--- config.mk ---
export PLATFORM = sky130hd
export DESIGN_NAME = pixel_window_crop
export DESIGN_NICKNAME = d
export VERILOG_FILES = /design/src/rtl/pixel_window_crop.sv
export SDC_FILE = /design/constraint.sdc
export NUM_CORES = 1
export LEC_CHECK = 0
export BUFFER_PORTS_ARGS = -buffer_cell sky130_fd_sc_hd__clkbuf_2
export CORE_UTILIZATION = 54
export CTS_BUF_LIST = sky130_fd_sc_hd__clkbuf_16
export DETAILED_ROUTE_END_ITERATION = 10
export PLACE_DENSITY = 0.76
export RECOVER_POWER = 25
export SLEW_MARGIN = 20
export SYNTH_ARGS = -nofsm -noshare
export SYNTH_HDL_FRONTEND = slang
export SYNTH_SLANG_ARGS = --single-unit
--- constraint.sdc ---
create_clock -name clk0 -period 7 [get_ports clk0]
set_clock_uncertainty 0.15 [all_clocks]
set_input_delay 2.1 -clock clk0 [delete_from_list [all_inputs] [get_ports clk0]]
set_output_delay 2.1 -clock clk0 [all_outputs]
set_load 0.05 [all_outputs]
--- src/rtl/pixel_window_crop.sv ---
// Crops a rectangular window out of a raster pixel stream after dropping leading pixels.
// Optional macro CROP_PIXCOUNT_EN adds the pixCount output-beat counter.
module pixel_window_crop #(
  parameter int DATA_WIDTH        = 8,
  parameter int DISCARD_CNT_WIDTH = 8,
  parameter int X_RES_WIDTH       = 11,
  parameter int Y_RES_WIDTH       = 11
) (
  input  logic                         clk0,
  input  logic                         rst,
  input  logic                         start,
  input  logic [DISCARD_CNT_WIDTH-1:0] inputDiscardCnt,
  input  logic [X_RES_WIDTH-1:0]       inXRes,
  input  logic [Y_RES_WIDTH-1:0]       inYRes,
  input  logic [X_RES_WIDTH-1:0]       cropLeft,
  input  logic [Y_RES_WIDTH-1:0]       cropTop,
  input  logic [X_RES_WIDTH-1:0]       cropXRes,
  input  logic [Y_RES_WIDTH-1:0]       cropYRes,
  input  logic [DATA_WIDTH-1:0]        dIn,
  input  logic                         dInValid,
  output logic                         nextDin,
  output logic [DATA_WIDTH-1:0]        dOut,
  output logic                         dOutValid,
  input  logic                         nextDout,
  output logic                         frameDone
`ifdef CROP_PIXCOUNT_EN
  ,
  output logic [2*X_RES_WIDTH-1:0]     pixCount
`endif
);

  localparam logic [1:0] ST_IDLE    = 2'd0;
  localparam logic [1:0] ST_DISCARD = 2'd1;
  localparam logic [1:0] ST_ACTIVE  = 2'd2;
  localparam logic [1:0] ST_DONE    = 2'd3;

  localparam logic [X_RES_WIDTH-1:0]       X_ONE = X_RES_WIDTH'(1);
  localparam logic [Y_RES_WIDTH-1:0]       Y_ONE = Y_RES_WIDTH'(1);
  localparam logic [DISCARD_CNT_WIDTH-1:0] D_ONE = DISCARD_CNT_WIDTH'(1);

  logic [1:0]                   state_q, state_d;
  logic [X_RES_WIDTH-1:0]       x_q, x_d;
  logic [Y_RES_WIDTH-1:0]       y_q, y_d;
  logic [DISCARD_CNT_WIDTH-1:0] disc_q, disc_d, cfg_disc_q, cfg_disc_d;
  logic [X_RES_WIDTH-1:0]       cfg_xres_q, cfg_xres_d, cfg_left_q, cfg_left_d, cfg_cxres_q, cfg_cxres_d;
  logic [Y_RES_WIDTH-1:0]       cfg_yres_q, cfg_yres_d, cfg_top_q, cfg_top_d, cfg_cyres_q, cfg_cyres_d;
  logic [DATA_WIDTH-1:0]        dout_q, dout_d;
  logic                         dout_valid_q, dout_valid_d;
  logic                         frame_done_q, frame_done_d;
  logic                         rdy_s, in_xfer_s, out_xfer_s, in_win_s;
  logic [DISCARD_CNT_WIDTH-1:0] disc_inc_s;
  logic [X_RES_WIDTH:0]         x_hi_s;
  logic [Y_RES_WIDTH:0]         y_hi_s;

  // Window bounds are one bit wider so origin + size never wraps.
  assign x_hi_s   = {1'b0, cfg_left_q} + {1'b0, cfg_cxres_q};
  assign y_hi_s   = {1'b0, cfg_top_q} + {1'b0, cfg_cyres_q};
  assign in_win_s = (x_q >= cfg_left_q) && ({1'b0, x_q} <= x_hi_s) &&
                    (y_q >= cfg_top_q) && ({1'b0, y_q} <= y_hi_s);

  assign disc_inc_s = disc_q + D_ONE;
  assign nextDin    = rdy_s && !start;
  assign in_xfer_s  = dInValid && nextDin;
  assign out_xfer_s = dout_valid_q && nextDout;
  assign dOut       = dout_q;
  assign dOutValid  = dout_valid_q;
  assign frameDone  = frame_done_q;

  // Upstream ready per state; start masks it so a coincident beat is refused.
  always_comb begin
    rdy_s = 1'b0;
    case (state_q)
      ST_DISCARD: rdy_s = 1'b1;
      ST_ACTIVE:  rdy_s = !dout_valid_q || nextDout;
      default:    rdy_s = 1'b0;
    endcase
  end

  // Next-state logic for FSM, raster counters, config shadow and output register.
  always_comb begin
    state_d      = state_q;
    x_d          = x_q;
    y_d          = y_q;
    disc_d       = disc_q;
    cfg_disc_d   = cfg_disc_q;
    cfg_xres_d   = cfg_xres_q;
    cfg_yres_d   = cfg_yres_q;
    cfg_left_d   = cfg_left_q;
    cfg_top_d    = cfg_top_q;
    cfg_cxres_d  = cfg_cxres_q;
    cfg_cyres_d  = cfg_cyres_q;
    dout_d       = dout_q;
    dout_valid_d = dout_valid_q;
    frame_done_d = 1'b0;
    if (start) begin
      cfg_disc_d   = inputDiscardCnt;
      cfg_xres_d   = inXRes;
      cfg_yres_d   = inYRes;
      cfg_left_d   = cropLeft;
      cfg_top_d    = cropTop;
      cfg_cxres_d  = cropXRes;
      cfg_cyres_d  = cropYRes;
      x_d          = {X_RES_WIDTH{1'b0}};
      y_d          = {Y_RES_WIDTH{1'b0}};
      disc_d       = {DISCARD_CNT_WIDTH{1'b0}};
      dout_d       = {DATA_WIDTH{1'b0}};
      dout_valid_d = 1'b0;
      if (inputDiscardCnt == {DISCARD_CNT_WIDTH{1'b0}}) begin
        state_d = ST_ACTIVE;
      end else begin
        state_d = ST_DISCARD;
      end
    end else begin
      if (out_xfer_s) begin
        dout_valid_d = 1'b0;
      end else begin
        dout_valid_d = dout_valid_q;
      end
      case (state_q)
        ST_DISCARD: begin
          if (in_xfer_s) begin
            disc_d = disc_inc_s;
            if (disc_inc_s == cfg_disc_q) begin
              state_d = ST_ACTIVE;
            end else begin
              state_d = ST_DISCARD;
            end
          end else begin
            disc_d = disc_q;
          end
        end
        ST_ACTIVE: begin
          if (in_xfer_s) begin
            if (in_win_s) begin
              dout_d       = dIn;
              dout_valid_d = 1'b1;
            end else begin
              dout_d = dout_q;
            end
            if (x_q == cfg_xres_q) begin
              x_d = {X_RES_WIDTH{1'b0}};
              if (y_q == cfg_yres_q) begin
                state_d      = ST_DONE;
                frame_done_d = 1'b1;
              end else begin
                y_d = y_q + Y_ONE;
              end
            end else begin
              x_d = x_q + X_ONE;
            end
          end else begin
            state_d = ST_ACTIVE;
          end
        end
        ST_DONE: state_d = ST_DONE;
        default: begin
          state_d      = ST_IDLE;
          dout_valid_d = 1'b0;
        end
      endcase
    end
  end

  // State registers with asynchronous active-low reset.
  always_ff @(posedge clk0 or negedge rst) begin
    if (!rst) begin
      state_q      <= ST_IDLE;
      x_q          <= {X_RES_WIDTH{1'b0}};
      y_q          <= {Y_RES_WIDTH{1'b0}};
      disc_q       <= {DISCARD_CNT_WIDTH{1'b0}};
      cfg_disc_q   <= {DISCARD_CNT_WIDTH{1'b0}};
      cfg_xres_q   <= {X_RES_WIDTH{1'b0}};
      cfg_yres_q   <= {Y_RES_WIDTH{1'b0}};
      cfg_left_q   <= {X_RES_WIDTH{1'b0}};
      cfg_top_q    <= {Y_RES_WIDTH{1'b0}};
      cfg_cxres_q  <= {X_RES_WIDTH{1'b0}};
      cfg_cyres_q  <= {Y_RES_WIDTH{1'b0}};
      dout_q       <= {DATA_WIDTH{1'b0}};
      dout_valid_q <= 1'b0;
      frame_done_q <= 1'b0;
    end else begin
      state_q      <= state_d;
      x_q          <= x_d;
      y_q          <= y_d;
      disc_q       <= disc_d;
      cfg_disc_q   <= cfg_disc_d;
      cfg_xres_q   <= cfg_xres_d;
      cfg_yres_q   <= cfg_yres_d;
      cfg_left_q   <= cfg_left_d;
      cfg_top_q    <= cfg_top_d;
      cfg_cxres_q  <= cfg_cxres_d;
      cfg_cyres_q  <= cfg_cyres_d;
      dout_q       <= dout_d;
      dout_valid_q <= dout_valid_d;
      frame_done_q <= frame_done_d;
    end
  end

`ifdef CROP_PIXCOUNT_EN
  logic [2*X_RES_WIDTH-1:0] pix_cnt_q;

  // Output-beat counter; start clears it and wins over a coincident transfer.
  always_ff @(posedge clk0 or negedge rst) begin
    if (!rst) begin
      pix_cnt_q <= {(2*X_RES_WIDTH){1'b0}};
    end else if (start) begin
      pix_cnt_q <= {(2*X_RES_WIDTH){1'b0}};
    end else if (out_xfer_s) begin
      pix_cnt_q <= pix_cnt_q + (2*X_RES_WIDTH)'(1);
    end else begin
      pix_cnt_q <= pix_cnt_q;
    end
  end

  assign pixCount = pix_cnt_q;
`endif

endmodule
Yosys cells after proc, flatten, opt, wreduce, memory -nomap -nowiden
Index checks and enable logic that the tools add are counted.

storage, ports and cells
  register bits after elaboration = 116
  latch bits = 0
  RAM bits = 0
  ROM bits = 0
  bits of input ports = 87
  output and inout port bits = 11
  logic and storage cells = 89
  memories = 0

cells by class
  add/subtract/negate cells = 5
  multipliers = 0
  div/mod/pow operators = 0
  magnitude comparators = 4
  equality and inequality tests = 10
  shifts and indexed selects = 0
  mux-type cells = 35
  bitwise logic cells = 0
  reduce and logical (&&, ||, !) cells = 21

operators by type and width
  cell                   number
  $mux 11                9
  $mux 8                 7
  $add 11x11->12         2
  $le 11x12->1           2
  $add 11x1->11 const B  2
  $eq 11x11->1           2
  $ge 11x11->1           2
  $mux 2                 7
  $reduce_bool 2->1      5
  $mux 1                 9
  $add 8x1->8 const B    1
  $eq 8x8->1             1
  $logic_not 8->1        1
  $ne 4x4->1 const B     2
  $logic_and 1x1->1      6
  $pmux 2 s3             1
  $reduce_and 3->1       2
  $eq 2x2->1 const B     2
  $pmux 1 s2             2
  $reduce_and 2->1       2
  $reduce_and 4->1       1
  $ne 3x3->1 const B     1
  $eq 2x1->1 const B     1
  $logic_not 1->1        2
  3 further kinds        3

Longest topological paths before layout
  depth in word-level cells = 9
  gate-level depth with buffers = 18
  depth with buffers taken out = 18

Worst setup path before layout
No wires, ideal clock.

  path kind = input-to-output
  from = input start
  to = output nextDin
  arrival = 3.061 ns
  data required time = 4.750 ns
  slack = 1.689 ns
  cell stages on the path = 2
  buffers on the path = 0
  cell sequence = nor2b_1 > nor2b_1

on the way
  cells in the longest elaborated chain, start to end = 2

ends and longest elaborated chain
  item               line  text
  start, declared    11    input logic start,
  $logic_not 1->1    62    assign nextDin = rdy_s && !start;
  $logic_and 1x1->1  62
  end, declared      21    output logic nextDin,

No other way between the ends.

Worst setup path after layout
Same ends and word-level chain as after synthesis.

==> out/metrics.yaml <==
status: "complete, no violations"
synth_top_area_share_pct: 40.85
syn-cell-area_um2: 7107
initial_core_util_pct: 55.86
synth_top_cell_by_area: "dfrtp_1"
crit_top_cell: "nor2b_1"
grt_first_pass_wirelength_mm: 25.58
syn_to_final_growth_pct: 16.92
fin_ws_ns: 1.600
use_met1_pct: 29.05
die-area_um2: 13620
hold_path.class: "reg -> reg"
timing.max_cap.violations: 0
r2r_cells: 15
clk_pin_slew_ns: 0.06
ys_seq_elements: 116
final.setup.tns_ns: 0
top_usage_layer: "met2"
multi_input_area_um2: 3999
grt_max_degree: 86
drt_first_iter_violations: 225
tightest_slew_ns: 0.8036
postCtsResizedCells: 0
seq_area_um2: 2903
grt_setup_unrepaired: "false"
cp-start-kind: "input pin"
cpMaxStageDelayCell: "nor2b_1"
tritoncts: "built"
async_reset_ff_share_pct: 100.0
dpl_cell_area_um2: 7757
yosysMostFrequentCell: "dfrtp_1"
p_switching_uw: 560.1
crit_type: "in -> out"
p_clk_share_pct: 42.1
num-nets-final: 959
arrival_ns: 3.15
synth.distinct_cells: 52
synth_edf_count: 0
hpwl_mm: 11.16
p_leak_nw: 3.925
gp_congestion: 0.8750
postRouteAntennaNets: 0
hold-worst-slack_ns: 0.3658
die_y_um: 116.7
synth_ff_type: "dfrtp_1"
synth_nets: 859
ys_seq_area_share_pct: 40.85
die_x_um: 116.7
gr-usage-all-layers_pct: 24.51
fin_util_pct: 65.31
routed_wl_mm: 15.14
drv_slew: 0
vias_per_cell: 5.612
drtPass1Iterations: 4
hold_viol: 0
antenna_found_initial: 0
io_pins: 98
std_cell_rows: 41
post_cts_buffers: 0
io_buffers: 97
fin_area_um2: 8309
fmax_mhz: 185.2
syn_area_per_cell_um2: 10.20
htree_levels: 4
worstHoldPathCells: 1
cp_max_fo: 50
power.density_nw_per_um2: 228.7
postCtsHoldBufs: 0
crit_family: "buffers and inverters"
vias: 5511
p_sw_share_pct: 29.47
finalPower_mw: 1.900
path_cells: "buf_4, nor2b_1, nor2b_1, clkbuf_2"
drive_gt1_share_pct: 24.94
period_share_pct: 77.15
required_ns: 4.75
cts_buffer_depth: 2
gr-usage-met3_pct: 6.435
fin_cells: 982
grtUsageMet2_pct: 42.09
avgRoutedWirePerCell_um: 15.42
overflow: 0
clkLatencyLatePin_ns: 0.43
dp.cells: 950
critical_path_depth: 4
drc: 0
seqPwrFrac_pct: 39.2
cts.sink_count: 116
pre_cts_ws_ns: 1.574
pwr-share-comb_pct: 18.7
cp-end-kind: "output port"
cts_root_buffer: "clkbuf_16"
ys_warn_count: 0
yosys-top-cells-count: "dfrtp_1 (116), ha_1 (73), mux2_2 (60)"
first_global_vias: 5607
vdd_ir_drop_max_uv: 283.2
diodes: 0
slew_headroom_pct: 46.43
worst-path-buf-inv: 2
slowest_delay_ns: 0.31
fill_cells: 1039
p_int_mw: 1.340
cts_made_buffers: 17
finalCriticalPeriod_ns: 5.400
syn_inst: 697
synthTopCellsByArea: "dfrtp_1 (41%), ha_1 (13%), mux2_2 (9.5%)"
setup_viol: 0
core-area_um2: 12720
[flip-flops by register name (all words and copies together), names as in the netlist, 2 cells and up]
signal	flops
cfg_cxres_q	11
x_q	11
dOut	8
state_q	2
cfg_xres_q	11
cfg_cyres_q	11
disc_q	8
cfg_disc_q	8
cfg_yres_q	11
y_q	11
cfg_left_q	11
cfg_top_q	11
[power by group through the flow]
stage	clock network (mW)	logic (mW)	registers [mW]
finish	0.801	0.355	0.745
global route	0.844	0.401	0.750
global placement	0	0.335	0.755
floorplan	0	0.258	0.747
detailed placement	0	0.352	0.757
CTS	0.812	0.356	0.745
[logic make-up (layout without fill, tap and decap cells)]
kind of cell	Yosys count	in the layout	synth area share, %
fa+ha+maj	75	75	13.42
xor+xnor	62	62	7.641
simple gates	186	186	13.05
mux	62	62	9.789
flops	116	116	40.85
buf+inv	54	167	2.887
compound gates	142	142	12.38
[placed cells by master, fill, tap and decap left out, types with 3 or more instances in the layout]
| master | instances |
|---|---|
| a211oi_1 | 6 |
| a21boi_0 | 3 |
| a21o_1 | 11 |
| a21oi_1 | 35 |
| a31oi_1 | 4 |
| and3_1 | 5 |
| buf_4 | 3 |
| clkbuf_16 | 17 |
| clkbuf_2 | 95 |
| clkinv_4 | 3 |
| clkinvlp_4 | 3 |
| dfrtp_1 | 116 |
| ha_1 | 73 |
| inv_1 | 36 |
| inv_6 | 6 |
| mux2_2 | 60 |
| nand2_1 | 48 |
| nand2b_1 | 8 |
| nand3_1 | 28 |
| nand4_1 | 11 |
| nor2_1 | 38 |
| nor2b_1 | 13 |
| nor3_1 | 8 |
| nor4_1 | 6 |
| o2111ai_1 | 3 |
| o211ai_1 | 3 |
| o21a_1 | 6 |
| o21ai_0 | 50 |
| o31ai_1 | 3 |
| or2_2 | 4 |
| or3_1 | 9 |
| xnor2_1 | 43 |
| xor2_1 | 19 |
[final timing paths]
| path | start | to | slack, ns |
|---|---|---|---|
| min in group asynchronous | rst | cfg_yres_q[8]$_DFFE_PN0P_ | 1.58 |
| max reg2reg | cfg_top_q[0]$_DFFE_PN0P_ | dOut[6]$_DFFE_PN0P_ | 2.53 |
| min reg2reg | cfg_cyres_q[0]$_DFFE_PN0P_ | cfg_cyres_q[0]$_DFFE_PN0P_ | 0.37 |
| max in group asynchronous | rst | cfg_cxres_q[1]$_DFFE_PN0P_ | 4.18 |
| min | cfg_cyres_q[0]$_DFFE_PN0P_ | cfg_cyres_q[0]$_DFFE_PN0P_ | 0.37 |
| max | start | nextDin | 1.60 |
[cell type report]
class	count	share of cell area [%]
multi-input combinational	527	48.13
sequential	116	34.93
timing repair buffer	99	6.129
clock buffer	17	5.120
tap	172	2.590
inverter	36	1.626
clock inverter	15	1.476
[routing by layer]
layer,vias up,wire length (µm)
met2,135,7549
met1,2657,6628
met3,29,658
li1,2690,-
met4,0,305
met5,-,0
Note: power is estimated with default switching activity, not from simulation.
